File: config.mk
export PLATFORM = sky130hd
export DESIGN_NAME = lock_attempt_guard
export DESIGN_NICKNAME = d
export VERILOG_FILES = /design/src/rtl/lock_attempt_guard_pkg.sv /design/src/rtl/lock_attempt_guard_flasher.sv /design/src/rtl/lock_attempt_guard.sv
export SDC_FILE = /design/constraint.sdc
export NUM_CORES = 1
export LEC_CHECK = 0
export BUFFER_PORTS_ARGS = -buffer_cell sky130_fd_sc_hd__buf_2
export CAP_MARGIN = 20
export CORE_MARGIN = 8
export CORE_UTILIZATION = 60
export CTS_BUF_LIST = sky130_fd_sc_hd__clkbuf_4 sky130_fd_sc_hd__clkbuf_8
export CTS_CLUSTER_SIZE = 24
export DETAILED_ROUTE_END_ITERATION = 8
export GPL_ROUTABILITY_DRIVEN = 0
export PLACE_DENSITY = 0.78
export SYNTH_ARGS = -nofsm -noshare
export SYNTH_HDL_FRONTEND = slang
export SYNTH_HIERARCHICAL = 1
export SYNTH_SLANG_ARGS = --single-unit
File: constraint.sdc
create_clock -name clk -period 3.45 [get_ports clk]
set_input_delay 0.1725 -clock clk [delete_from_list [all_inputs] [get_ports clk]]
set_output_delay 0.1725 -clock clk [all_outputs]
set_load 0.05 [all_outputs]
File: src/rtl/lock_attempt_guard_pkg.sv
// Shared definitions for the lock attempt guard: FSM state encoding and timer width.
package lock_attempt_guard_pkg;

  localparam int TMR_W = 16;

  typedef enum logic [1:0] {
    ST_IDLE   = 2'd0,
    ST_OPEN   = 2'd1,
    ST_LOCKED = 2'd2
  } state_e;

endpackage

File: src/rtl/lock_attempt_guard_flasher.sv
// Alarm LED divider: toggles every half_period cycles while en is high, held cleared otherwise.
module lock_flasher
  import lock_attempt_guard_pkg::*;
(
  input  logic             clk,
  input  logic             clr,
  input  logic             en,
  input  logic [TMR_W-1:0] half_period,
  output logic             led
);

  logic [TMR_W-1:0] cnt_q;

  // A cleared counter toggles on the first enabled edge, so the LED turns on immediately.
  always_ff @(posedge clk) begin
    if (clr || !en) begin
      cnt_q <= '0;
      led   <= 1'b0;
    end else if (cnt_q == '0) begin
      led   <= ~led;
      cnt_q <= half_period - TMR_W'(1);
    end else begin
      cnt_q <= cnt_q - TMR_W'(1);
    end
  end

endmodule

File: src/rtl/lock_attempt_guard.sv
// Lock attempt guard: opens the lock on a matching entry, counts consecutive misses and enforces a timed lockout.
module lock_attempt_guard
  import lock_attempt_guard_pkg::*;
#(
  parameter int MAX_FAILS      = 3,
  parameter int UNLOCK_CYCLES  = 50,
  parameter int LOCKOUT_CYCLES = 500,
  parameter int FLASH_HALF     = 25
) (
  input  logic       clk,
  input  logic       clr,
  input  logic       judge_en,
  input  logic       judge_match,
  output logic       unlock,
  output logic       lockout,
  output logic       led,
  output logic [3:0] fail_count
);

  localparam logic [TMR_W-1:0] UNLOCK_LOAD = TMR_W'(UNLOCK_CYCLES - 1);
  localparam logic [TMR_W-1:0] LOCK_LOAD   = TMR_W'(LOCKOUT_CYCLES - 1);
  localparam logic [TMR_W-1:0] FLASH_HALF_W = TMR_W'(FLASH_HALF);
  localparam logic [3:0]       FAIL_MAX    = 4'(MAX_FAILS);

  state_e           state_q, state_d;
  logic [TMR_W-1:0] timer_q, timer_d;
  logic [3:0]       fail_d, fail_inc;
  logic             unlock_d, lockout_d;
  logic             en_q, eval;

  assign eval     = judge_en & ~en_q;
  assign fail_inc = fail_count + 4'd1;

  // NOTE: every variable gets a default before the case so no path leaves it unassigned (no latches).
  always_comb begin
    state_d   = ST_IDLE;
    timer_d   = timer_q;
    fail_d    = fail_count;
    unlock_d  = 1'b0;
    lockout_d = 1'b0;
    case (state_q)
      ST_IDLE: begin
        if (eval && judge_match) begin
          state_d  = ST_OPEN;
          unlock_d = 1'b1;
          timer_d  = UNLOCK_LOAD;
          fail_d   = '0;
        end else if (eval) begin
          fail_d = fail_inc;
          if (fail_inc == FAIL_MAX) begin
            state_d   = ST_LOCKED;
            lockout_d = 1'b1;
            timer_d   = LOCK_LOAD;
          end
        end
      end
      ST_OPEN: begin
        if (timer_q != '0) begin
          state_d  = ST_OPEN;
          unlock_d = 1'b1;
          timer_d  = timer_q - TMR_W'(1);
        end
      end
      ST_LOCKED: begin
        if (timer_q != '0) begin
          state_d   = ST_LOCKED;
          lockout_d = 1'b1;
          timer_d   = timer_q - TMR_W'(1);
        end else begin
          fail_d = '0;
        end
      end
      default: begin
        // Unused encoding: fall back to IDLE with everything cleared.
        timer_d = '0;
        fail_d  = '0;
      end
    endcase
  end

  // NOTE: sequential state uses non-blocking assignments so all flops update together at the edge.
  always_ff @(posedge clk) begin
    if (clr) begin
      state_q    <= ST_IDLE;
      en_q       <= 1'b0;
      timer_q    <= '0;
      fail_count <= '0;
      unlock     <= 1'b0;
      lockout    <= 1'b0;
    end else begin
      state_q    <= state_d;
      en_q       <= judge_en;
      timer_q    <= timer_d;
      fail_count <= fail_d;
      unlock     <= unlock_d;
      lockout    <= lockout_d;
    end
  end

  // Enabled from the next state so the LED lights on the same edge lockout rises and clears as it falls.
  lock_flasher u_flasher (
    .clk         (clk),
    .clr         (clr),
    .en          (state_d == ST_LOCKED),
    .half_period (FLASH_HALF_W),
    .led         (led)
  );

endmodule

# Yosys cells after proc, flatten, opt, wreduce, memory -nomap -nowiden
# Index checks and enable logic that the tools add are counted.
[classes]
n_addsub = 3
multipliers = 0
div_mod_pow = 0
magnitude_cmp = 0
n_eq_ne = 8
shift = 0
n_mux = 23
bitwise_logic = 4
n_reduce_logical = 10
[ops]
columns = ["op", "n"]
rows = [
  ["two-way mux 16 bit", 4],
  ["case mux 16 bit (2 select lines)", 1],
  ["subtractor 16 x 1 -> 16 bit (second input constant)", 2],
  ["zero test 16 bit", 1],
  ["nonzero test 16 bit", 1],
  ["two-way mux 4 bit", 3],
  ["case mux 4 bit (3 select lines)", 1],
  ["two-way mux 2 bit", 4],
  ["two-way mux 1 bit", 6],
  ["inequality test 3 bit (second input constant)", 2],
  ["case mux 2 bit (3 select lines)", 1],
  ["AND reduction 3 bit", 2],
  ["two-way mux 5 bit", 1],
  ["adder 4 x 1 -> 4 bit (second input constant)", 1],
  ["equality test 2 bit (second input constant)", 2],
  ["equality test 4 x 2 -> 1 bit (second input constant)", 1],
  ["case mux 1 bit (2 select lines)", 2],
  ["OR reduction 2 bit", 2],
  ["inverter 1 bit", 3],
  ["equality test 2 x 1 -> 1 bit (second input constant)", 1],
  ["zero test 2 bit", 1],
  ["inequality test 2 x 1 -> 1 bit (second input constant)", 1],
  ["inequality test 2 bit (second input constant)", 1],
  ["bitwise AND 1 bit", 1],
  ["3 further kinds", 3],
]
[totals]
regBits = 42
latch_bits = 0
ram_bits = 0
romBits = 0
n_memories = 0

# Depth between registers and ports, before layout
[logic_depth]
depth_word = 10
mapped_depth = 12
ltp_nobuf = 10

# By module
# Netlist, hierarchy kept.
[modules_own_cells]
columns = ["mod", "n_inst", "cells_per_inst", "area_each_um2", "seq_area_each_um2"]
rows = [
  ["lock_attempt_guard", 1, 182, 1554.0, 500.5],
  ["lock_flasher", 1, 140, 1156.1, 340.3],
]

# Worst setup path after synthesis
# Ideal clock, no wire load.
[synth_path]
path_kind = "register -> register"
start = "register u_flasher.cnt_q[11]"
end = "register u_flasher.cnt_q[10]"
t_arrival_ns = 2.488
t_required_ns = 3.382
setup_slack_ns = 0.894
path_stages_with_launch = 12
path_buffers = 1
synth_period_minus_slack_ns = 2.556
path_cell_list = "dfxtp_1 > or4_4 > nor4_4 > and2_0 > buf_2 > a21oi_1 > ha_1 > or3b_2 > nor2_1 > o21a_1 > a31o_1 > a21oi_2"
[synth_between]
elab_chain_len = 2
[synth_rtl]
columns = ["item", "line_no", "source"]
rows = [
  ["start, declared", "lock_attempt_guard_flasher.sv:12", "logic [TMR_W-1:0] cnt_q;"],
  ["start signal, assigned", "lock_attempt_guard_flasher.sv:21", "cnt_q <= half_period - TMR_W'(1);"],
  ["start signal, assigned", "lock_attempt_guard_flasher.sv:23", "cnt_q <= cnt_q - TMR_W'(1);"],
  ["zero test 16 bit", "lock_attempt_guard_flasher.sv:19", "end else if (cnt_q == '0) begin"],
  ["OR reduction 2 bit (no line)", "n/a", ""],
]
# No other way between the ends.
# A chain may end at the register's enable or synchronous reset.

# Worst setup path in the final report
[layout_path]
start = "register u_flasher.cnt_q[1]"
end = "register u_flasher.cnt_q[10]"
[layout_between]
elab_chain_len = 2
word_cells_on_any_way = 3
[layout_rtl]
columns = ["item"]
rows = [
  ["parallel branches: the longest is 2 deep, another holds subtractor 16 x 1 -> 16 bit"],
]
# Parallel ways; which one is timed is not known.

==> impl_metrics.csv <==
group,metric,value,unit
outcome,status,"finished clean",
clock_network,cts.htree.levels,2,
global_routing,gr-total-overflow,0,
sta,slew_headroom,35.6,%
clock_network,cts_setup_buffers,0,
finish,num_antenna_cells,0,
synth,yosys-top-cells-area,"dfxtp_1 (31%), a21oi_1 (4.1%), ha_1 (3.7%), nor2_1 (3.6%), nor3_1 (3.0%)",
clock_network,clock-root-buffer,"clkbuf_8",
critical_path,cp_data_required_time,3680,ps
sta,finalSetupTns,0,ps
critical_path,cp-end-kind,"register",
sta,rsz0062_at_grt,"no",
critical_path,path_max_fanout,7,
synth,ys_types,72,
drt,totalWireLength,6150,um
synth,synth_area,0.00271,mm2
clock_network,clock-sinks,42,
synth,syn_avg_cell_area,8.42,um2
drt,ant_nets,0,
global_routing,grt.busiest_layer,"met2",
synth,synth_edf_count,0,
synth,ys_seq_elements,42,
synth,ys_warn_count,6,
synth,synthTopCellsByCount,"dfxtp_1 (42), nor2_1 (26), a21oi_1 (22), nor3_1 (16), a31oi_1 (12)",
sta,worstMarginPinSlew,962,ps
floorplanning,initial_core_util,62.2,%
sta,post-route-min-period,2800,ps
critical_path,worstSetupPathType,"register to register",
sta,setup_violations,0,
sta,max_freq,357,MHz
place,io_buffers,10,
floorplanning,core_area,0.00435,mm2
drt,post-route-drc-count,0,
clock_network,clock_latency,290,ps
synth,yosysTopAreaCell,"dfxtp_1",
global_routing,grt_pass1_wl,10800,um
place,dp_hpwl,4400,um
synth,yosysTopAreaCellShare,31.0,%
clock_network,cts_tree,"yes",
synth,synth-seq-area-share,31.0,%
hold_path,hp-class,"input port to register",
clock_network,clk_path_buf_depth,2,
floorplanning,ios,11,
global_routing,use_met2,29.9,%
finish,layout-drive-gt1-share,10.6,%
critical_path,cpPeakStageDelay,680,ps
clock_network,cts_buffers,5,
floorplanning,die_area,0.00692,mm2
critical_path,worstSetupStartpointType,"register",
synth,synth_cells,322,
drt,post_drt_wl_per_cell,14.4,um
global_routing,antenna_found_initial,0,
synth,synth.most_common_cell,"dfxtp_1",
power_and_ir_drop,peakVddDrop,0.000284,V
flow_run,cap_viol_max_count,0,
drt,drt_iter0_drc,158,
drt,routed_via_density,6.07,
sta,skew,7.65,ps
clock_network,path_clk_slew,80,ps
global_routing,met1_usage,20.5,%
finish,nFillCells,372,
clock_network,hold_buffers,0,
global_routing,grt.total_usage,17.8,%
synth,synth_ff_type,"dfxtp_1",
finish,fin_nets,387,
critical_path,cp_slowest_cell,"or4_1",
power_and_ir_drop,leakage,1.26,nW
finish,instances_no_fill,428,
clock_network,cts_resized,0,
drt,first_pass_iters,5,
finish,area_growth_syn_to_layout,12.2,%
synth,async_flop_share,0,%
drt,vias,2598,
critical_path,crit_chain,"or4_1 > nor4_4 > and2_0 > a21oi_1 > ha_1 > or3b_2 > nor2_1 > o21a_1 > a31o_1 > a21oi_2",
global_routing,grt_pass1_vias,2463,
sta,drv_slew,0,
place,dp_cells,420,
power_and_ir_drop,power,1.32,mW
power_and_ir_drop,powerDensity,433,mW/mm2
floorplanning,die_w,83.2,um
sta,finalCritPeriodShare,81.2,%
global_routing,use_met3,3.91,%
floorplanning,die_y,83.2,um
floorplanning,row_count,24,
critical_path,cp.arrival,3030,ps
sta,hold_viol,0,
global_routing,grt_max_degree,28,
[layer usage]
layer	wire, um	vias to the layer above
li1	-	1316
met1	2680	1202
met2	3040	65
met3	253	15
met4	173	0
met5	0	-
[through the flow]
step	setup WS (ps)	hold slack (ps)	utilization [%]	instance area (um2)
after floorplan	894	301	-	2900
after global placement	732	414	67.6	2950
after detailed placement	653	422	67.6	2950
after CTS	643	114	69.8	3040
after global routing	354	158	69.8	3040
final	649	121	69.8	3040
[flip-flops by register name (all words and copies together) (netlist names)]
name and cells:
fail_count 4, u_flasher/cnt_q 16, lockout 1, timer_q 16, en_q 1, unlock 1, u_flasher/led 1, state_q 2
[kinds of logic after synthesis]
kind of cell	Yosys count	share of synthesized area, %
simple gates	140	31.6
compound gates	99	27.0
flops	42	31.0
buf+inv	24	4.16
fa+ha+maj	8	3.69
xor+xnor	6	1.94
other cells	2	0.277
mux	1	0.369
[final cells by class]
| type | count | area (um2) | share of cell area (%) |
|---|---|---|---|
| clock buffers | 7 | 90.1 | 2.96 |
| clock inverters | 1 | 5.00 | 0.165 |
| inverters | 8 | 30.0 | 0.988 |
| multi-input cells | 306 | 1940 | 64.0 |
| flip-flops and latches | 42 | 841 | 27.7 |
| well taps | 52 | 65.1 | 2.14 |
| repair buffers | 12 | 65.1 | 2.14 |
[final timing paths]
| kind | from | to | slack, ps | depth (start not counted) |
|---|---|---|---|---|
| worst min-delay path | judge_en | en_q$_SDFF_PP0_ | 120 | 2 |
| worst min register to register | timer_q[15]$_SDFFE_PP0P_ | timer_q[15]$_SDFFE_PP0P_ | 490 | 2 |
| worst max register to register | u_flasher/cnt_q[1]$_SDFF_PP0_ | u_flasher/cnt_q[10]$_SDFF_PP0_ | 650 | 10 |
| worst max-delay path | u_flasher/cnt_q[1]$_SDFF_PP0_ | u_flasher/cnt_q[10]$_SDFF_PP0_ | 650 | 10 |
[where the power goes]
group          internal [mW]  total (mW)  switching (mW)  leakage, nW
logic                  0.166       0.428           0.262        0.868
registers              0.513       0.551          0.0385        0.340
clock network          0.170       0.339           0.169       0.0517
[cell usage in the layout (no fill, tap or decap), types with 4 or more instances in the layout]
cell type	n
buf_2	10
o31ai_1	5
a31oi_1	12
a32o_1	4
nor2b_1	4
conb_1	52
nor2_1	26
clkbuf_8	6
ha_1	8
nand3_1	10
o41ai_1	4
a31o_2	4
nand2_1	11
or4_1	9
nand2b_1	5
dfxtp_1	42
and2_1	5
inv_1	8
a21oi_1	22
nor4_1	7
or3_1	9
o21ai_0	9
nor3b_1	6
nor3_1	16
nand4_1	4
xor2_1	5
o211ai_1	5
[critical path: cells and delay by family (launching register included)]
| kind | cells | cell delay, ps |
|---|---|---|
| flip-flops | 1 | 340 |
| AND/OR/NAND/NOR | 5 | 1510 |
| AO/OA/AOI/OAI | 4 | 670 |
| adder cells (fa/ha/maj) | 1 | 220 |
No activity file was read; power rests on OpenSTA's default activity.
